### config.mk
export PLATFORM = sky130hd
export DESIGN_NAME = oam_dma
export DESIGN_NICKNAME = d
export VERILOG_FILES = /design/src/rtl/oam_dma_pkg.sv /design/src/rtl/oam_dma.sv
export SDC_FILE = /design/constraint.sdc
export NUM_CORES = 1
export LEC_CHECK = 0
export ABC_AREA = 1
export BUFFER_PORTS_ARGS = -buffer_cell sky130_fd_sc_hd__buf_2
export CAP_MARGIN = 40
export CORE_MARGIN = 8
export CORE_UTILIZATION = 45
export CTS_BUF_LIST = sky130_fd_sc_hd__clkbuf_4 sky130_fd_sc_hd__clkbuf_8 sky130_fd_sc_hd__clkbuf_16
export CTS_CLUSTER_SIZE = 14
export DETAILED_ROUTE_END_ITERATION = 16
export PLACE_DENSITY = 0.81
export SETUP_SLACK_MARGIN = 0.5
export SYNTH_ARGS = -nofsm -noshare
export SYNTH_HDL_FRONTEND = slang
export SYNTH_SLANG_ARGS = --single-unit
### constraint.sdc
create_clock -name clock -period 1.8 [get_ports clock]
set_clock_uncertainty 0.15 [all_clocks]
set_input_delay 0.45 -clock clock [delete_from_list [all_inputs] [get_ports clock]]
set_output_delay 0.45 -clock clock [all_outputs]
set_load 0.1 [all_outputs]
### src/rtl/oam_dma_pkg.sv
// rtl/oam_dma_pkg.sv - shared state encoding and bus addresses for the sprite DMA
package oam_dma_pkg;

   // CPU write to this address starts a transfer; every DMA write lands here
   localparam logic [15:0] DMA_REG_ADDR  = 16'h4014;
   localparam logic [15:0] OAM_DATA_ADDR = 16'h2004;
   localparam int          DMA_LEN       = 256;

   typedef enum logic [2:0] {
      S_IDLE  = 3'd0,
      S_HALT  = 3'd1,
      S_ALIGN = 3'd2,
      S_READ  = 3'd3,
      S_WRITE = 3'd4
   } dma_state_t;

endpackage

### src/rtl/oam_dma.sv
// rtl/oam_dma.sv - sprite DMA: stalls the CPU and copies one page into the OAM data port
module oam_dma
   import oam_dma_pkg::*;
#(
   parameter logic [15:0] DMA_REG  = DMA_REG_ADDR,
   parameter logic [15:0] OAM_DATA = OAM_DATA_ADDR,
   parameter int          LEN      = DMA_LEN
) (
   input  logic        clock,
   input  logic        reset,
   input  logic        ce,
   input  logic [15:0] cpu_address,
   input  logic [7:0]  cpu_out,
   input  logic        cpu_we,
   input  logic [7:0]  bus_in,
   output logic        cpu_stall,
   output logic        dma_active,
   output logic [15:0] dma_address,
   output logic [7:0]  dma_out,
   output logic        dma_we
);

   localparam int            IW       = (LEN > 1) ? $clog2(LEN) : 1;
   localparam logic [IW-1:0] LAST_IDX = IW'(LEN - 1);

   dma_state_t    state_q, state_d;
   logic [7:0]    page_q, page_d;
   logic [IW-1:0] idx_q, idx_d;
   logic [7:0]    data_q, data_d;
   logic          parity_q, parity_d;
   logic          trigger;

   assign trigger = cpu_we && (cpu_address == DMA_REG);

   // state, counters and the free-running CPU cycle parity
   always_ff @(posedge clock or posedge reset) begin
      if (reset) begin
         state_q  <= S_IDLE;
         page_q   <= 8'h00;
         idx_q    <= '0;
         data_q   <= 8'h00;
         parity_q <= 1'b0;
      end else begin
         state_q  <= state_d;
         page_q   <= page_d;
         idx_q    <= idx_d;
         data_q   <= data_d;
         parity_q <= parity_d;
      end
   end

   // next-state on ce, and Moore outputs decoded from the current state
   always_comb begin
      state_d     = state_q;
      page_d      = page_q;
      idx_d       = idx_q;
      data_d      = data_q;
      parity_d    = parity_q;
      cpu_stall   = 1'b0;
      dma_active  = 1'b0;
      dma_we      = 1'b0;
      dma_address = 16'h0000;
      dma_out     = 8'h00;

      if (ce) begin
         parity_d = ~parity_q;
         case (state_q)
            S_IDLE: begin
               // a trigger is only honoured here, so writes during a transfer are dropped
               if (trigger) begin
                  page_d  = cpu_out;
                  idx_d   = '0;
                  state_d = S_HALT;
               end
            end
            S_HALT:  state_d = parity_q ? S_ALIGN : S_READ;
            S_ALIGN: state_d = S_READ;
            S_READ: begin
               // memories run faster than ce, so bus_in is already valid here
               data_d  = bus_in;
               state_d = S_WRITE;
            end
            S_WRITE: begin
               if (idx_q == LAST_IDX) begin
                  state_d = S_IDLE;
               end else begin
                  idx_d   = idx_q + IW'(1);
                  state_d = S_READ;
               end
            end
            default: state_d = S_IDLE;
         endcase
      end

      case (state_q)
         S_HALT: begin
            cpu_stall = 1'b1;
         end
         S_ALIGN: begin
            cpu_stall   = 1'b1;
            dma_active  = 1'b1;
            dma_address = OAM_DATA;
         end
         S_READ: begin
            cpu_stall   = 1'b1;
            dma_active  = 1'b1;
            dma_address = {page_q, 8'(idx_q)};
         end
         S_WRITE: begin
            cpu_stall   = 1'b1;
            dma_active  = 1'b1;
            dma_we      = 1'b1;
            dma_address = OAM_DATA;
            dma_out     = data_q;
         end
         default: ;
      endcase
   end

endmodule
==> results.sh, run 1 <==
export IMPL_status="aborted with a tool error"
export IMPL_haltStage="5_1_grt"
export IMPL_error="[ERROR DPL-0033] detailed placement checks failed during check placement."
export IMPL_muxShareOfSynthArea_pct=0
export IMPL_place_ws_ps=-99.6
export IMPL_ctsHoldBuffers=0
export IMPL_synthXorXnorAreaFrac_pct=0.516
export IMPL_synth_commonest_cells="nand2_1 (61), nor2_1 (49), inv_1 (33)"
export IMPL_synth_area_top_cells="dfrtp_1 (41%), nand2_1 (13%), nor2_1 (11%)"
export IMPL_crit_endpoint="dma_address[12]"
export IMPL_yosysTopAreaCell="dfrtp_1"
export IMPL_ios=63
export IMPL_postSynthCellCount=238
export IMPL_yosys_area_share_simple_pct=41.1
export IMPL_syn_area_per_cell_um2=7.13
export IMPL_synthDistinctLibCells=29
export IMPL_antenna_found_initial=2
export IMPL_synth_top_family_by_area="simple AND/OR/NAND/NOR gates"
export IMPL_dp_final_hpwl_mm=3.88
export IMPL_htreeDepth=1
export IMPL_ys_flop_type="dfrtp_1"
export IMPL_synth_top_area_share_pct=41.3
export IMPL_synth_compound_area_share_pct=5.46
export IMPL_post_synth_top_count_cell="nand2_1"
export IMPL_synthArstFlopShare_pct=100
export IMPL_rows=22
export IMPL_cts_root_buf="clkbuf_8"
export IMPL_clock_sinks=28
export IMPL_dieHeight_um=77.4
export IMPL_synthAdderAreaFrac_pct=0.737
export IMPL_synth_edf_count=0
export IMPL_io_buffers=62
export IMPL_seq_area_frac_synth_pct=41.3
export IMPL_dp_cells=354
export IMPL_die_width_um=77.4
export IMPL_cts_inserted_buffers=3
export IMPL_start_util_pct=46.7
export IMPL_cts_buffer_depth=2
export IMPL_worst_ep_kind="output port"
export IMPL_grt_max_degree=19
export IMPL_synthesis_area_um2=1700
export IMPL_synthesis_nets=275
export IMPL_gp_congestion=0.858
export IMPL_synth_seq_cells=28
export IMPL_yosysWarnings=0
what timing repair did:
| action | CTS |
|---|---|
| gates resized for setup | 35 |
| buffers inserted | 8 |
| endpoints found under the setup margin | 54 |
| pin swaps | 12 |
| gates cloned | 3 |
through the flow:
stage	TNS (ps)	utilization, %	hold WS, ps	area (µm²)
after floorplan	-6360	-	287	1950
after global placement	-151	76.2	304	2770
after detailed placement	-1210	76.2	311	2770
after CTS	-8840	84.5	27.3	3070
cells by family after synthesis:
family,Yosys count
AOI/OAI and AO/OA,17
xor gates and xnor gates,1
adders and majority gates,1
buffers and inverters,43
DFF,28
and+or+nand+nor,148
==> run 2, diff against run 1 <==
CORE_UTILIZATION = 30   (was 45)
CTS_BUF_LIST = default   (was sky130_fd_sc_hd__clkbuf_4 sky130_fd_sc_hd__clkbuf_8 sky130_fd_sc_hd__clkbuf_16)
CTS_CLUSTER_SIZE = default   (was 14)
PLACE_DENSITY = default   (was 0.81)
PLACE_DENSITY_LB_ADDON = 0.15   (was default)
SETUP_SLACK_MARGIN = default   (was 0.5)
==> run 2 against run 1 <==
The flow now finishes, with violations (negative setup slack); synthesized cell count unchanged; synthesized area stayed put.
==> results.sh, run 2 <==
export IMPL_dp_final_hpwl_mm=3.67
export IMPL_fin_setup_tns_ps=-8840
export IMPL_antenna_cells=0
export IMPL_maxSlewViolCount=0
export IMPL_violations="negative setup slack"
export IMPL_grt_max_degree=29
export IMPL_synth_area_top_cells="dfrtp_1 (41%), nand2_1 (13%), nor2_1 (11%)"
export IMPL_gr_total_overflow=0
export IMPL_ff2ff_setup_slack_ps=80
export IMPL_postSynthCellCount=238
export IMPL_crit_fanout=8
export IMPL_postPlaceCellArea_um2=2760
export IMPL_worst_path_max_delay_cell="dfrtp_2"
export IMPL_setup_ws_ps=-350
export IMPL_ys_flop_type="dfrtp_1"
export IMPL_synthesis_nets=275
export IMPL_die_width_um=91.2
export IMPL_dieArea_um2=8320
export IMPL_first_pass_iters=4
export IMPL_antenna_found_initial=0
export IMPL_gp_congestion=0.813
export IMPL_clk_pin_slew_worst_paths_ps=100
export IMPL_final_layout_size_suffix_gt1_share_pct=42.3
export IMPL_crit_path_end_kind="output port"
export IMPL_status="complete, but fails checks"
export IMPL_reg2reg_depth=9
export IMPL_grt_usage_pct=11.2
export IMPL_io_buffers=62
export IMPL_final_cell_mix="nand2_1 (58), buf_2 (35), inv_1 (32), dfrtp_1 (27), buf_12 (27)"
export IMPL_synth_commonest_cells="nand2_1 (61), nor2_1 (49), inv_1 (33)"
export IMPL_syn_to_final_growth_pct=72.1
export IMPL_postRouteAntennaNets=0
export IMPL_grt_pass1_wl_mm=7.91
export IMPL_core_area_um2=5470
export IMPL_ctsHoldBuffers=0
export IMPL_place_ws_ps=-56.7
export IMPL_cap_viol_max_count=0
export IMPL_setup_viol=27
export IMPL_critical_path_arrival_ps=1550
export IMPL_hold_path_class="in -> async"
export IMPL_rows=27
export IMPL_r2r_end="idx_q[3]$_DFFE_PP0P_"
export IMPL_vias=1729
export IMPL_critPathLaunchType="flop"
export IMPL_synthesis_area_um2=1700
export IMPL_yosysWarnings=0
export IMPL_post_route_util_pct=53.3
export IMPL_synth_top_area_share_pct=41.3
export IMPL_path_cells="nor3_4, buf_4, inv_6, nor2_4, buf_12"
export IMPL_cts_buffer_depth=2
export IMPL_grt_pass1_vias=1760
export IMPL_worst_pin_slew_ps=386
export IMPL_cts_tree="done"
export IMPL_seq_area_frac_synth_pct=41.3
export IMPL_htreeDepth=1
export IMPL_start_util_pct=31.0
export IMPL_dp_cells=381
export IMPL_worstPathRequired_ps=1200
export IMPL_reg_largest_list="data_q x8, idx_q x8, page_q x8"
export IMPL_final_hold_viol_count=0
export IMPL_fin_crit_sh_pct=119
export IMPL_final_common_cell="nand2_1"
export IMPL_reg2reg_from="state_q[1]$_DFFE_PP0P_"
export IMPL_routed_wl_mm=4.66
export IMPL_wl_per_cell_um=12.0
export IMPL_fmax_ghz=0.465
export IMPL_worst_setup_path_type="reg -> out"
export IMPL_ios=63
export IMPL_syn_area_per_cell_um2=7.13
export IMPL_cts_root_buf="clkbuf_8"
export IMPL_final_nets=355
export IMPL_dieHeight_um=91.2
export IMPL_slew_limit_headroom_pct=74.3
export IMPL_fin_crit_ps=2150
export IMPL_synth_seq_cells=28
export IMPL_synthArstFlopShare_pct=100
export IMPL_leakage_nw=1.36
export IMPL_insertion_delay_ps=280
export IMPL_p_per_area_nw_per_um2=1470
export IMPL_synthDistinctLibCells=29
export IMPL_finalNonFillerCells=389
export IMPL_avgViaCountPerCell=4.44
export IMPL_synth_edf_count=0
export IMPL_post_synth_top_count_cell="nand2_1"
export IMPL_yosysTopAreaCell="dfrtp_1"
export IMPL_first_iter_violations=45
export IMPL_ir_drop_uv=867
export IMPL_drc_errors=0
export IMPL_slowest_delay_ps=470
export IMPL_clock_sinks=28
export IMPL_design_area_um2=2920
export IMPL_cts_inserted_buffers=3
export IMPL_rsz0062_at_grt="yes"
[run 2: cell counts after synthesis]
Identical to the previous run, type by type.
[run 2: area by class of cell]
type / instances / area, µm²
fill: 527 / 2550
inverter: 37 / 173
clock inverter: 1 / 30.0
multi-input combinational: 167 / 1020
clock buffer: 3 / 41.3
timing repair inverter: 1 / 8.76
timing repair buffer: 80 / 855
sequential: 28 / 702
tap: 72 / 90.1
[run 2: report_power, final]
group	total [W]	switching, W	internal [W]
clock	0.000500	0.000202	0.000298
combinational	0.00293	0.00190	0.00103
sequential	0.000847	0.0000793	0.000767
total	0.00428	0.00218	0.00210
[run 2: per-stage QoR]
stage	hold WS (ps)	total power, W
2_1_floorplan	287	0.00276
3_3_place_gp	305	0.00364
3_5_place_dp	310	0.00367
4_1_cts	84.4	0.00429
5_1_grt	98.8	0.00451
6_report	64.0	0.00428
[run 2: metal layers]
| metal | share of wire (%) | track usage [%] |
|---|---|---|
| met5 | 0 | 0 |
| met4 | 0.43 | 2.46 |
| met3 | 4.6 | 2.72 |
| met2 | 50 | 19.9 |
| met1 | 45 | 13.2 |
[run 2: worst max-delay path: cells and delay by family, from the launching register on]
family	cells	cell delay [ps]
flip-flops	1	470
buffers and inverters	3	440
AND/OR/NAND/NOR	2	360
[run 2: cell families after synthesis]
family / synth area share [%]
AND/OR/NAND/NOR: 41.1
AO/OA/AOI/OAI: 5.46
buffers and inverters: 10.9
XOR/XNOR: 0.516
adder cells (fa/ha/maj): 0.737
flip-flops: 41.3
[run 2: repair_timing]
action                     in CTS  in global routing
gates cloned                    1                  0
resized for setup               8                  3
setup endpoints to repair      27                 35
pin swaps                       2                  2
setup buffers                   1                  2
[run 2: how the worst max path moves through the flow]
stage / from / to / slack (ps) / cells past startpoint
final: state_q[2]$_DFFE_PP0P_ / dma_address[9] / -350 / 5
after global routing: state_q[2]$_DFFE_PP0P_ / dma_address[10] / -410 / 5
after CTS: state_q[0]$_DFFE_PP0P_ / dma_address[9] / -350 / 6
after detailed placement: state_q[2]$_DFFE_PP0P_ / dma_address[3] / -60 / 4
after global placement: state_q[2]$_DFFE_PP0P_ / dma_address[4] / -30 / 4
after floorplan: state_q[2]$_DFFE_PP0P_ / dma_address[14] / -430 / 3
No activity file was read; power rests on OpenSTA's default activity.
==> run 3, diff against run 2 <==
CORE_AREA = 8 8 69 71   (was default)
CORE_MARGIN = default   (was 8)
CORE_UTILIZATION = default   (was 30)
DIE_AREA = 0 0 77 79   (was default)
==> run 3 against run 2 <==
The flow still finishes with violations (negative setup slack); via count rose by 1.2%; flip-flop and latch count did not move; largest cell class unchanged; sequential power rose by 0.5%.
==> results.sh, run 3 (same netlist as run 2, synthesis figures left out) <==
export IMPL_first_pass_iters=4
export IMPL_clk_pin_slew_worst_paths_ps=90
export IMPL_violations="negative setup slack"
export IMPL_final_cell_mix="nand2_1 (58), buf_2 (35), inv_1 (32), dfrtp_1 (28), buf_12 (27)"
export IMPL_p_seq_share_pct=20.8
export IMPL_worstPathRequired_ps=1200
export IMPL_core_area_um2=3800
export IMPL_totalPowerFinal_w=0.00409
export IMPL_antenna_found_initial=0
export IMPL_hold_ws_ps=5.95
export IMPL_final_hold_viol_count=0
export IMPL_ir_drop_uv=1070
export IMPL_fin_crit_sh_pct=121
export IMPL_worst_setup_path_type="reg -> out"
export IMPL_postRouteAntennaNets=0
export IMPL_seq_area_um2=701
export IMPL_critPathLaunchType="flop"
export IMPL_antenna_cells=0
export IMPL_rsz0062_at_grt="yes"
export IMPL_worst_pin_slew_ps=457
export IMPL_swShare_pct=53.5
export IMPL_cts_root_buf="clkbuf_8"
export IMPL_crit_fanout=8
export IMPL_drc_errors=0
export IMPL_dieHeight_um=79
export IMPL_place_ws_ps=-85.0
export IMPL_slowest_delay_ps=420
export IMPL_maxSlewViolCount=0
export IMPL_vias=1749
export IMPL_htreeDepth=1
export IMPL_gp_congestion=0.852
export IMPL_p_comb_share_pct=70.7
export IMPL_leakage_nw=1.35
export IMPL_cts_buffer_depth=2
export IMPL_gr_total_overflow=0
export IMPL_switchingPower_w=0.00219
export IMPL_fill_cells=304
export IMPL_rows=23
export IMPL_reg_largest_list="data_q x8, idx_q x8, page_q x8"
export IMPL_status="complete, but fails checks"
export IMPL_fin_crit_ps=2180
export IMPL_fmax_ghz=0.460
export IMPL_avgViaCountPerCell=4.78
export IMPL_routed_wl_mm=4.68
export IMPL_cts_tree="done"
export IMPL_cap_viol_max_count=0
export IMPL_grt_pass1_vias=1818
export IMPL_first_iter_violations=104
export IMPL_p_int_w=0.00190
export IMPL_setup_viol=27
export IMPL_wl_per_cell_um=12.8
export IMPL_setup_ws_ps=-375
export IMPL_ios=63
export IMPL_grt_pass1_wl_mm=8.11
export IMPL_slew_limit_headroom_pct=69.5
export IMPL_p_per_area_nw_per_um2=1430
export IMPL_clock_sinks=28
export IMPL_multi_input_area_um2=1020
export IMPL_io_buffers=62
export IMPL_grt_usage_pct=16.1
export IMPL_dp_final_hpwl_mm=3.63
export IMPL_final_layout_size_suffix_gt1_share_pct=41.5
export IMPL_pwr_share_clk_pct=8.5
export IMPL_grt_max_degree=18
export IMPL_insertion_delay_ps=280
export IMPL_crit_path_end_kind="output port"
export IMPL_final_nets=355
export IMPL_path_cells="inv_2, nor3_4, bufinv_16, nor2_4, buf_12"
export IMPL_start_util_pct=44.7
export IMPL_worst_path_max_delay_cell="dfrtp_1"
export IMPL_final_common_cell="nand2_1"
export IMPL_critical_path_arrival_ps=1580
export IMPL_syn_to_final_growth_pct=68.7
export IMPL_cts_inserted_buffers=3
export IMPL_die_width_um=77
export IMPL_dieArea_um2=6080
export IMPL_hold_path_class="in -> async"
export IMPL_ctsHoldBuffers=0
==> run 3: power groups by stage <==
stage	Sequential, W	Clock (W)	Combinational, W
detailed placement	0.000863	0	0.00277
global route	0.000864	0.000369	0.00304
global placement	0.000851	0	0.00272
CTS	0.000853	0.000347	0.00289
finish	0.000851	0.000346	0.00289
floorplan	0.000856	0	0.00190
==> run 3: path summary, 6_finish.rpt <==
path                            slack [ps]                     to  cells past startpoint              startpoint
worst max-delay path                  -380        dma_address[12]                      5  state_q[0]$_DFFE_PP0P_
worst min-delay path                     6  data_q[3]$_DFFE_PP0P_                      2                   reset
worst max register to register          60   idx_q[6]$_DFFE_PP0P_                      8  state_q[1]$_DFFE_PP0P_
worst min register to register         330  page_q[4]$_DFFE_PP0P_                      2   page_q[4]$_DFFE_PP0P_
max in group asynchronous              980  page_q[6]$_DFFE_PP0P_                      3                   reset
min in group clock                     250  data_q[3]$_DFFE_PP0P_                      3               bus_in[3]
==> run 3: what timing repair did <==
item / in CTS / in global routing
setup endpoints to repair: 31 / 35
endpoints found under the hold margin: 0 / 0
cloned: 1 / 0
buffers inserted: 1 / 1
gates resized for setup: 8 / 2
pin swaps: 1 / 2
==> run 3: worst max-delay path, delay by kind of cell (launching register included) <==
family	cells	cell delay [ps]
buffers and inverters	3	490
DFF	1	420
and+or+nand+nor	2	380
==> run 3: final cells by class <==
cell class	instances	area share [%]
Clock buffer	3	1.44
Inverter	37	6.03
Multi-Input combinational cell	167	35.5
Sequential cell	28	24.5
Tap cell	50	2.19
Timing Repair Buffer	80	30.0
Timing Repair inverter	1	0.306
==> run 3: per-layer routing <==
| layer | wire (µm) | vias up | track usage (%) |
|---|---|---|---|
| met3 | 289 | 5 | 4.51 |
| met4 | 40 | 0 | 4.72 |
| met5 | 0 | - | 0 |
| li1 | - | 890 | - |
| met1 | 1830 | 810 | 17.4 |
| met2 | 2520 | 44 | 29.9 |
==> run 3: metrics by stage <==
stage | TNS, ps | std cells | instance area (µm²) | util, %
2_1_floorplan | -6260 | 238 | 1920 | -
3_3_place_gp | -90.3 | 360 | 2740 | 72.2
3_5_place_dp | -605 | 360 | 2740 | 72.2
4_1_cts | -9190 | 365 | 2850 | 75.0
5_1_grt | -11150 | 366 | 2860 | 75.3
6_report | -9270 | 366 | 2860 | 75.3
